$ cat config.mk
export PLATFORM = sky130hd
export DESIGN_NAME = ucsbece154b_icache
export DESIGN_NICKNAME = d
export VERILOG_FILES = /design/src/rtl/ucsbece154b_icache.sv
export SDC_FILE = /design/constraint.sdc
export NUM_CORES = 2
export LEC_CHECK = 0
export BUFFER_PORTS_ARGS = -buffer_cell sky130_fd_sc_hd__buf_2
export CAP_MARGIN = 20
export CORE_MARGIN = 4
export CORE_UTILIZATION = 45
export DETAILED_ROUTE_END_ITERATION = 12
export PLACE_DENSITY = 0.7
export SYNTH_ARGS = -nofsm -noshare
export SYNTH_HDL_FRONTEND = slang
export SYNTH_MEMORY_MAX_BITS = 65536
export SYNTH_SLANG_ARGS = --single-unit
$ cat constraint.sdc
create_clock -name clk -period 5.1 [get_ports clk]
set_clock_uncertainty 0.2 [all_clocks]
set_input_delay 0.255 -clock clk [delete_from_list [all_inputs] [get_ports clk]]
set_output_delay 0.255 -clock clk [all_outputs]
set_load 0.02 [all_outputs]
$ cat src/rtl/ucsbece154b_icache.sv
// Set-associative read-only instruction cache with round-robin replacement.
// Lookup is combinational on the latched request; misses fetch a whole block in order.
module ucsbece154b_icache #(
    parameter int NUM_SETS    = 8,
    parameter int NUM_WAYS    = 4,
    parameter int BLOCK_WORDS = 4
) (
    input  logic        clk,
    input  logic        reset,
    input  logic        ReadEnable_i,
    input  logic [31:0] ReadAddress_i,
    output logic [31:0] Instruction_o,
    output logic        Ready_o,
    output logic        Busy_o,
    output logic        MemReadRequest_o,
    output logic [31:0] MemReadAddress_o,
    input  logic [31:0] MemDataIn_i,
    input  logic        MemDataReady_i
);

    // state | meaning
    // IDLE  | lookup of latched request; hit answers this cycle
    // REQ   | block read request issued, victim way chosen
    // FILL  | block words arriving in order, written to victim way
    // RESP  | requested word returned; new request may be accepted

    localparam int WO    = $clog2(BLOCK_WORDS);
    localparam int SI    = $clog2(NUM_SETS);
    localparam int WW    = (NUM_WAYS > 1) ? $clog2(NUM_WAYS) : 1;
    localparam int TAG_W = 32 - SI - WO - 2;

    typedef enum logic [1:0] {IDLE, REQ, FILL, RESP} stateType;

    stateType          state;
    logic              reqValid;
    logic [31:2]       reqAddr;
    logic              memReq;
    logic [31:0]       memAddr;
    logic [WW-1:0]     victimWay;
    logic              rrUsed;
    logic [WO-1:0]     wordCnt;
    logic [31:0]       respWord;
    logic [31:0]       lastInstr;

    logic [NUM_WAYS-1:0] validBits [NUM_SETS];
    logic [WW-1:0]       rrPtr     [NUM_SETS];
    logic [TAG_W-1:0]    tagArr    [NUM_SETS][NUM_WAYS];
    logic [31:0]         dataArr   [NUM_SETS][NUM_WAYS][BLOCK_WORDS];

    logic [WO-1:0]    reqOffset;
    logic [SI-1:0]    reqSet;
    logic [TAG_W-1:0] reqTag;
    logic             hit;
    logic [WW-1:0]    hitWay;
    logic             allValid;
    logic [WW-1:0]    victimSel;
    logic             lookupHit;
    logic             lookupMiss;
    logic             accept;
    logic             memWrite;
    logic             fillDone;
    logic [31:0]      outWord;
    logic             unusedAddrBits;

    assign unusedAddrBits = ^ReadAddress_i[1:0];

    assign reqOffset = reqAddr[WO+1:2];
    assign reqSet    = reqAddr[SI+WO+1:WO+2];
    assign reqTag    = reqAddr[31:SI+WO+2];

    always_comb begin
        hit       = 1'b0;
        hitWay    = '0;
        allValid  = &validBits[reqSet];
        victimSel = rrPtr[reqSet];
        for (int w = 0; w < NUM_WAYS; w++) begin
            if (validBits[reqSet][WW'(w)] && (tagArr[reqSet][WW'(w)] == reqTag)) begin
                hit    = 1'b1;
                hitWay = WW'(w);
            end
        end
        // Walk downwards so the lowest-index invalid way wins.
        for (int w = NUM_WAYS - 1; w >= 0; w--) begin
            if (!validBits[reqSet][WW'(w)]) begin
                victimSel = WW'(w);
            end
        end
    end

    assign lookupHit  = (state == IDLE) && reqValid && hit;
    assign lookupMiss = (state == IDLE) && reqValid && !hit;
    assign Ready_o    = lookupHit || (state == RESP);
    assign Busy_o     = lookupMiss || (state == REQ) || (state == FILL);
    assign accept     = ReadEnable_i && !Busy_o;
    assign memWrite   = (state == FILL) && MemDataReady_i;
    assign fillDone   = memWrite && (wordCnt == WO'(BLOCK_WORDS - 1));

    assign outWord       = (state == RESP) ? respWord : dataArr[reqSet][hitWay][reqOffset];
    assign Instruction_o = Ready_o ? outWord : lastInstr;

    assign MemReadRequest_o = memReq;
    assign MemReadAddress_o = memAddr;

    always_ff @(posedge clk) begin
        if (reset) begin
            state     <= IDLE;
            reqValid  <= 1'b0;
            reqAddr   <= '0;
            memReq    <= 1'b0;
            memAddr   <= '0;
            victimWay <= '0;
            rrUsed    <= 1'b0;
            wordCnt   <= '0;
            respWord  <= '0;
            lastInstr <= '0;
            for (int s = 0; s < NUM_SETS; s++) begin
                validBits[s] <= '0;
                rrPtr[s]     <= '0;
            end
        end else begin
            reqValid <= accept;
            if (accept) begin
                reqAddr <= ReadAddress_i[31:2];
            end
            if (Ready_o) begin
                lastInstr <= outWord;
            end
            memReq <= 1'b0;
            case (state)
                IDLE: begin
                    if (lookupMiss) begin
                        state   <= REQ;
                        memReq  <= 1'b1;
                        memAddr <= {reqTag, reqSet, {WO{1'b0}}, 2'b00};
                    end
                end
                REQ: begin
                    victimWay <= victimSel;
                    rrUsed    <= allValid;
                    wordCnt   <= '0;
                    state     <= FILL;
                end
                FILL: begin
                    if (MemDataReady_i) begin
                        wordCnt <= wordCnt + WO'(1);
                        if (wordCnt == reqOffset) begin
                            respWord <= MemDataIn_i;
                        end
                        // Valid is set only now, so a partially filled way never hits.
                        if (fillDone) begin
                            validBits[reqSet][victimWay] <= 1'b1;
                            if (rrUsed) begin
                                rrPtr[reqSet] <= rrPtr[reqSet] + WW'(1);
                            end
                            state <= RESP;
                        end
                    end
                end
                RESP: begin
                    state <= IDLE;
                end
                default: begin
                    state <= IDLE;
                end
            endcase
        end
    end

    always_ff @(posedge clk) begin
        if (!reset && memWrite) begin
            dataArr[reqSet][victimWay][wordCnt] <= MemDataIn_i;
            if (fillDone) begin
                tagArr[reqSet][victimWay] <= reqTag;
            end
        end
    end

endmodule
# --- Word level (Yosys, flattened, before mapping) ---
# Memory sizes are Yosys's and may differ from the RTL's. A register that Yosys moved wholly into a read port is not among the register bits.
# Index checks and enable logic that the tools add are counted.
classes:
  order_cmp: 8
  muxes: 59
  eq_ne: 10
  n_bitwise: 5
  addsub: 2
  reduce_logical: 28
ops:
  columns: ["cell", "n"]
  rows:
  - ["$mux 512", 1]
  - ["$mux 128", 3]
  - ["$bmux 128 s2", 1]
  - ["$demux 128 s2", 1]
  - ["$mux 32", 5]
  - ["$mux 100", 1]
  - ["$bmux 32 s2", 1]
  - ["$demux 32 s2", 1]
  - ["$demux 25 s2", 1]
  - ["$eq 25x25->1", 2]
  - ["$mux 3", 10]
  - ["$mux 25", 1]
  - ["$mux 1", 20]
  - ["$mux 2", 7]
  - ["$ge 3x3->1 const B", 4]
  - ["$logic_and 1x1->1", 12]
  - ["$mux 4", 3]
  - ["$not 2->3", 4]
  - ["$pmux 2 s4", 1]
  - ["$eq 2x2->1 const B", 3]
  - ["$lt 3x1->1 const B", 2]
  - ["$ne 2x2->1 const B", 3]
  - ["$reduce_and 3->1", 2]
  - ["$add 2x1->2 const B", 2]
  - ["other kinds (15)", 21]
totals:
  memories: 4
  ram_bits: 4944
  register_bits: 131
  wordCells: 126
  output_inout_bits: 67
mem_list:
  columns: ["memory", "words", "word_bits", "read_ports", "rd_clocked_by_memory_dff", "write_ports", "line", "text"]
  rows:
  - ["dataArr", 8, 512, 1, 1, 1, "48", "logic [31:0] dataArr [NUM_SETS][NUM_WAYS][BLOCK_WORDS];"]
  - ["tagArr", 8, 100, 1, 1, 1, "47", "logic [TAG_W-1:0] tagArr [NUM_SETS][NUM_WAYS];"]
  - ["validBits", 8, 4, 1, 1, 8, "45", "logic [NUM_WAYS-1:0] validBits [NUM_SETS];"]
  - ["rrPtr", 8, 2, 1, 1, 8, "46", "logic [WW-1:0] rrPtr [NUM_SETS];"]

# --- Logic depth before layout (Yosys ltp) ---
logic_depth:
  depth_word: 12
  ltp_mapped: 15
  ltp_nobuf: 9

# --- Least setup slack after synthesis ---
# OpenSTA, ideal clock, no wires.
synth_path:
  kind: "flip-flop to flip-flop"
  from: "reg state[0]"
  to: "mem dataArr[7][256] (netlist bit), enable pin"
  t_required_ps: 4477
  stages_incl_launch_ff: 9
  n_path_buf: 2
  arrival_ps: 3172
  path_slack_ps: 1305
  synth_period_minus_slack_ps: 3795
  cell_sequence: "dfxtp_1 inv_1 ha_1 clkbuf_1 nand2_1 nor3b_1 nand3b_1 clkbuf_1 nor2_1"
synth_via:
  elab_chain_len: 5
synth_rtl:
  columns: ["item", "line", "text"]
  rows:
  - ["start: declaration", "34", "stateType state;"]
  - ["start signal: assignment", "106", "state <= IDLE;"]
  - ["start signal: assignment", "132", "state <= REQ;"]
  - ["start signal: assignment", "141", "state <= FILL;"]
  - ["$eq 2x2->1", "95", "assign memWrite = (state == FILL) && MemDataReady_i;"]
  - ["$logic_and 1x1->1", "95", null]
  - ["$logic_and 1x1->1", "170", "if (!reset && memWrite) begin"]
  - ["$mux 1", "170", null]
  - ["$mux 512 (not written as such)", "171", "dataArr[reqSet][victimWay][wordCnt] <= MemDataIn_i;"]
  - ["end: declaration", "48", null]
# Every way passes these cells.

==> implementation parameters <==
Parameter                              Value

Routing
  Met1 Routed Length    93100 um
  # DRC    0
  Drt initial violations    5895
  Uppermost metal layer occupied by signal nets    met5
  Total Routed Length    237000 um
  Wire length on met2    118000 um
  Via count    48.9k
  Post-route antenna net violation count    0
  WL met3    19300 um
  Via density    5.89
  Routed wire length per instance    28.6 um
  Number of detailed-routing iterations run before antenna repair    5

Clock network
  Clock transition at the registers of the reported paths    0.06 ns
  Depth of the CTS H-tree    4
  Clock latency reported for the late side of the worst-skew pair    0.86 ns
  Clock sinks    2630
  CTS tree    built
  Number of buffers on the longest clock path    3
  TritonCTS Buffers    236
  Master cell of the clock root buffer    sky130_fd_sc_hd__clkbuf_16

Min path
  Hold wc startpoint    MemDataIn_i[2]
  HP Class    in -> reg

Die
  Core Area    223000 um^2
  Die ar.    233000 um^2
  Number of I/O pins    135
  Initial Utilization    45.4%
  Y dimension of the die    482 um
  Number of placement rows    173
  Die width    482 um

GRT
  Global route overflow    0
  All-layer global routing usage    20.3%
  Global-route wire length before repair    346000 um
  Number of global-route vias before repair    49.6k
  Initial antenna violation count    6
  Maximum number of pins on one net before global-route repair    126

Finish
  Combined area of the multi-input logic cells    23700 um^2
  Core utilization of the finished layout    53.0%
  Filler-free cell count of the finished design    8301
  Register cell area after layout    77300 um^2
  Final net count    5198
  Post-route standard cell area excluding fillers    118000 um^2
  Ratio of cells with drive above 1 in the final layout    31.9%
  Layout overhead on the synthesized area    16.8%
  # fillers    16.7k

Logic synthesis
  Mux share of post-synthesis cell area    18.7%
  Most common flop cell mapped by yosys    sky130_fd_sc_hd__edfxtp_1
  Area of the mapped netlist    101000 um^2
  Synth warnings    0
  Asr flop ratio synth    0%
  Main combinational cell family by area after synthesis    multiplexers
  Per-instance average area after synthesis    22.1 um^2
  Area fraction in and, or, nand and nor cells after synthesis    1.62%
  Area fraction in compound gates after synthesis    1.40%
  Cell count after synthesis    4572
  Number of flops mapped to enable cells by yosys    2464
  Flip-flop and latch count after synthesis    2630
  Fraction of synthesized cell area in xor and xnor cells    0.372%
  Adder-cell area share of the yosys netlist    0.111%
  Number of distinct library cells after synthesis    61
  Sequential share of the synthesized area    76.4%

Power and ir drop
  Power density relative to cell area    425 nW/um^2
  Pleak    36.8 nW
  Overall power    50.2 mW
  Peak VDD IR    0.374 mV

Setup path
  Reg-to-reg critical path endpoint    reqAddr[6]
  Slack of the worst reg-to-reg path    0.32 ns
  CP cell instances    buf_12, buf_12, buf_16, mux4_2, mux2i_2, xor2_1, nand2_1, nor4_2, nand4_1, buf_6, a21oi_4, buf_12, buf_12, buf_16, mux2i_2, a21oi_1, buf_4, buf_6
  Most frequent CP cell    sky130_fd_sc_hd__buf_12
  Slowest CP cell    sky130_fd_sc_hd__mux4_2
  Data arrival time of the critical path    4.74 ns
  CP Capture Type    output pin
  Slowest cell delay on critical path    0.51 ns
  Maximum fanout encountered on the critical timing path    6
  Required time of the critical path    4.64 ns
  Worst Setup EP    Instruction_o[31]
  Kind of critical path    reg -> out
  Number of cells on the worst reg-to-reg path    17
  Launching element type of the critical path    flop

STA
  Fin crit share    102%
  RSZ-0062 raised after global routing    true
  Highest achievable clock rate    0.192 GHz
  Worst slew pin tran    1.15 ns
  Setup TNS Final    -1.13 ns
  Minimum setup slack in the final design    -0.0957 ns
  Min Clock Period, post-route    5.20 ns
  Worst-case headroom to the max-slew limit    23.1%
  Slew Limit Fails    0
  Count of final hold-check violations    0
  Count of final setup violators    24

Placed design
  DP Cell Count    7647
  Placed cell areas    107000 um^2
  Number of buffer cells added on primary ports    128
  Detailed Place HPWL    132000 um
  RePlAce Congestion    0.761

Run status
  Outcome    complete, but fails checks
  Violations in the final reports    negative setup slack

Job
  Max-cap violations    0
cell type report:
| cell class | count | area share [%] |
|---|---|---|
| Inverter | 18 | 0.0593 |
| Clock inverter | 148 | 1.23 |
| Antenna cell | 1 | 0.00212 |
| Clock buffer | 294 | 5.26 |
| Timing Repair Buffer | 572 | 4.83 |
| Sequential cell | 2630 | 65.4 |
| Multi-Input combinational cell | 1663 | 20.0 |
| Tap cell | 2975 | 3.15 |
repair_timing:
action / in CTS / in global routing
pin swaps: 26 / 6
setup buffers: 49 / 13
gates cloned: 5 / 4
gates resized for setup: 112 / 70
endpoints found under the hold margin: 1646 / 0
endpoints found under the setup margin: 34 / 34
hold buffers: 115 / 0
Yosys cell counts (6+ instances only):
library cell | instances | area share [%]
sky130_fd_sc_hd__clkbuf_1 | 105 | 0.39
sky130_fd_sc_hd__and3_1 | 7 | 0.043
sky130_fd_sc_hd__buf_2 | 83 | 0.41
sky130_fd_sc_hd__o22ai_1 | 15 | 0.093
sky130_fd_sc_hd__dlygate4sd1_1 | 8 | 0.069
sky130_fd_sc_hd__xor2_1 | 30 | 0.26
sky130_fd_sc_hd__mux4_2 | 700 | 16
sky130_fd_sc_hd__inv_1 | 17 | 0.063
sky130_fd_sc_hd__a211oi_1 | 35 | 0.26
sky130_fd_sc_hd__ha_1 | 9 | 0.11
sky130_fd_sc_hd__xnor2_1 | 13 | 0.11
sky130_fd_sc_hd__buf_1 | 42 | 0.16
sky130_fd_sc_hd__nand3_1 | 11 | 0.054
sky130_fd_sc_hd__a21oi_1 | 76 | 0.38
sky130_fd_sc_hd__o21ai_0 | 14 | 0.069
sky130_fd_sc_hd__dfxtp_1 | 166 | 3.3
sky130_fd_sc_hd__mux4_1 | 6 | 0.16
sky130_fd_sc_hd__edfxtp_1 | 2464 | 73
sky130_fd_sc_hd__mux2_2 | 13 | 0.14
sky130_fd_sc_hd__a21o_1 | 16 | 0.12
sky130_fd_sc_hd__buf_4 | 14 | 0.10
sky130_fd_sc_hd__nand2_1 | 151 | 0.56
sky130_fd_sc_hd__a22oi_1 | 30 | 0.22
sky130_fd_sc_hd__nor4_1 | 6 | 0.037
sky130_fd_sc_hd__o2bb2ai_1 | 8 | 0.069
sky130_fd_sc_hd__nor2_1 | 150 | 0.56
sky130_fd_sc_hd__nor3_1 | 18 | 0.089
sky130_fd_sc_hd__mux2i_1 | 290 | 2.9
sky130_fd_sc_hd__buf_6 | 7 | 0.078
worst min path at each step:
stage / end / slack, ns / cells past startpoint
after detailed placement: validBits[6][0] / 0.24 / 1
final: dataArr[2][354] / 0.04 / 2
after CTS: reqAddr[21] / 0.007 / 4
after global placement: validBits[3][0] / 0.23 / 1
after global routing: reqAddr[17] / 0.03 / 4
after floorplan: dataArr[0][256] / 0.15 / 0
registers in the layout, summed over array words and instances, names as in the netlist, named ones only:
name	flops
victimWay	2
rrUsed	1
state	2
MemReadRequest_o	1
rrPtr	16
MemReadAddress_o	28
reqValid	1
reqAddr	30
wordCnt	2
respWord	32
lastInstr	32
tagArr	400
validBits	32
dataArr	2048
layout by cell type (no fill, tap or decap), drive strengths merged, types with 13 or more instances in the layout:
master	count
bufinv	22
inv	24
o22ai	15
o21ai	14
clkinv	111
dfxtp	166
mux4	706
edfxtp	2464
a22oi	30
a21oi	77
a211oi	35
mux2	13
xor2	30
dlygate4sd3	115
mux2i	290
nand2	151
a21o	16
nor3	18
nor2	151
buf	451
xnor2	13
clkbuf	298
worst max-delay path: cells and delay by family, from the launching register on:
kind                      cells  cell delay [ns]
buffers and inverters         9             1.37
muxes                         3             0.95
and+or+nand+nor               3             0.69
DFF                           1             0.43
AOI/OAI and AO/OA             2             0.25
xor gates and xnor gates      1             0.16
stage by stage:
| step | setup WS [ns] | hold slack, ns |
|---|---|---|
| after floorplan | 1.31 | 0.154 |
| after global placement | 0.228 | 0.227 |
| after detailed placement | 0.229 | 0.239 |
| after CTS | -0.114 | 0.00664 |
| after global routing | -0.277 | 0.0252 |
| final | -0.0957 | 0.0398 |
layer usage:
metal	global-route usage (%)	vias up
met3	3.20	361
met2	33.5	2250
li1	-	20220
met1	28.5	26095
met4	5.57	2
met5	0	-
cells by family after synthesis:
family / Yosys count
DFF: 2630
muxes: 1009
and+or+nand+nor: 382
buffers and inverters: 282
AOI/OAI and AO/OA: 216
xor gates and xnor gates: 43
adders and majority gates: 9
other: 1
power breakdown:
part | internal (mW) | switching, mW | total, mW
clock | 9.78 | 7.77 | 17.6
combinational | 3.99 | 4.51 | 8.50
sequential | 23.9 | 0.281 | 24.2
total | 37.7 | 12.6 | 50.2
No activity file was read; power rests on OpenSTA's default activity.
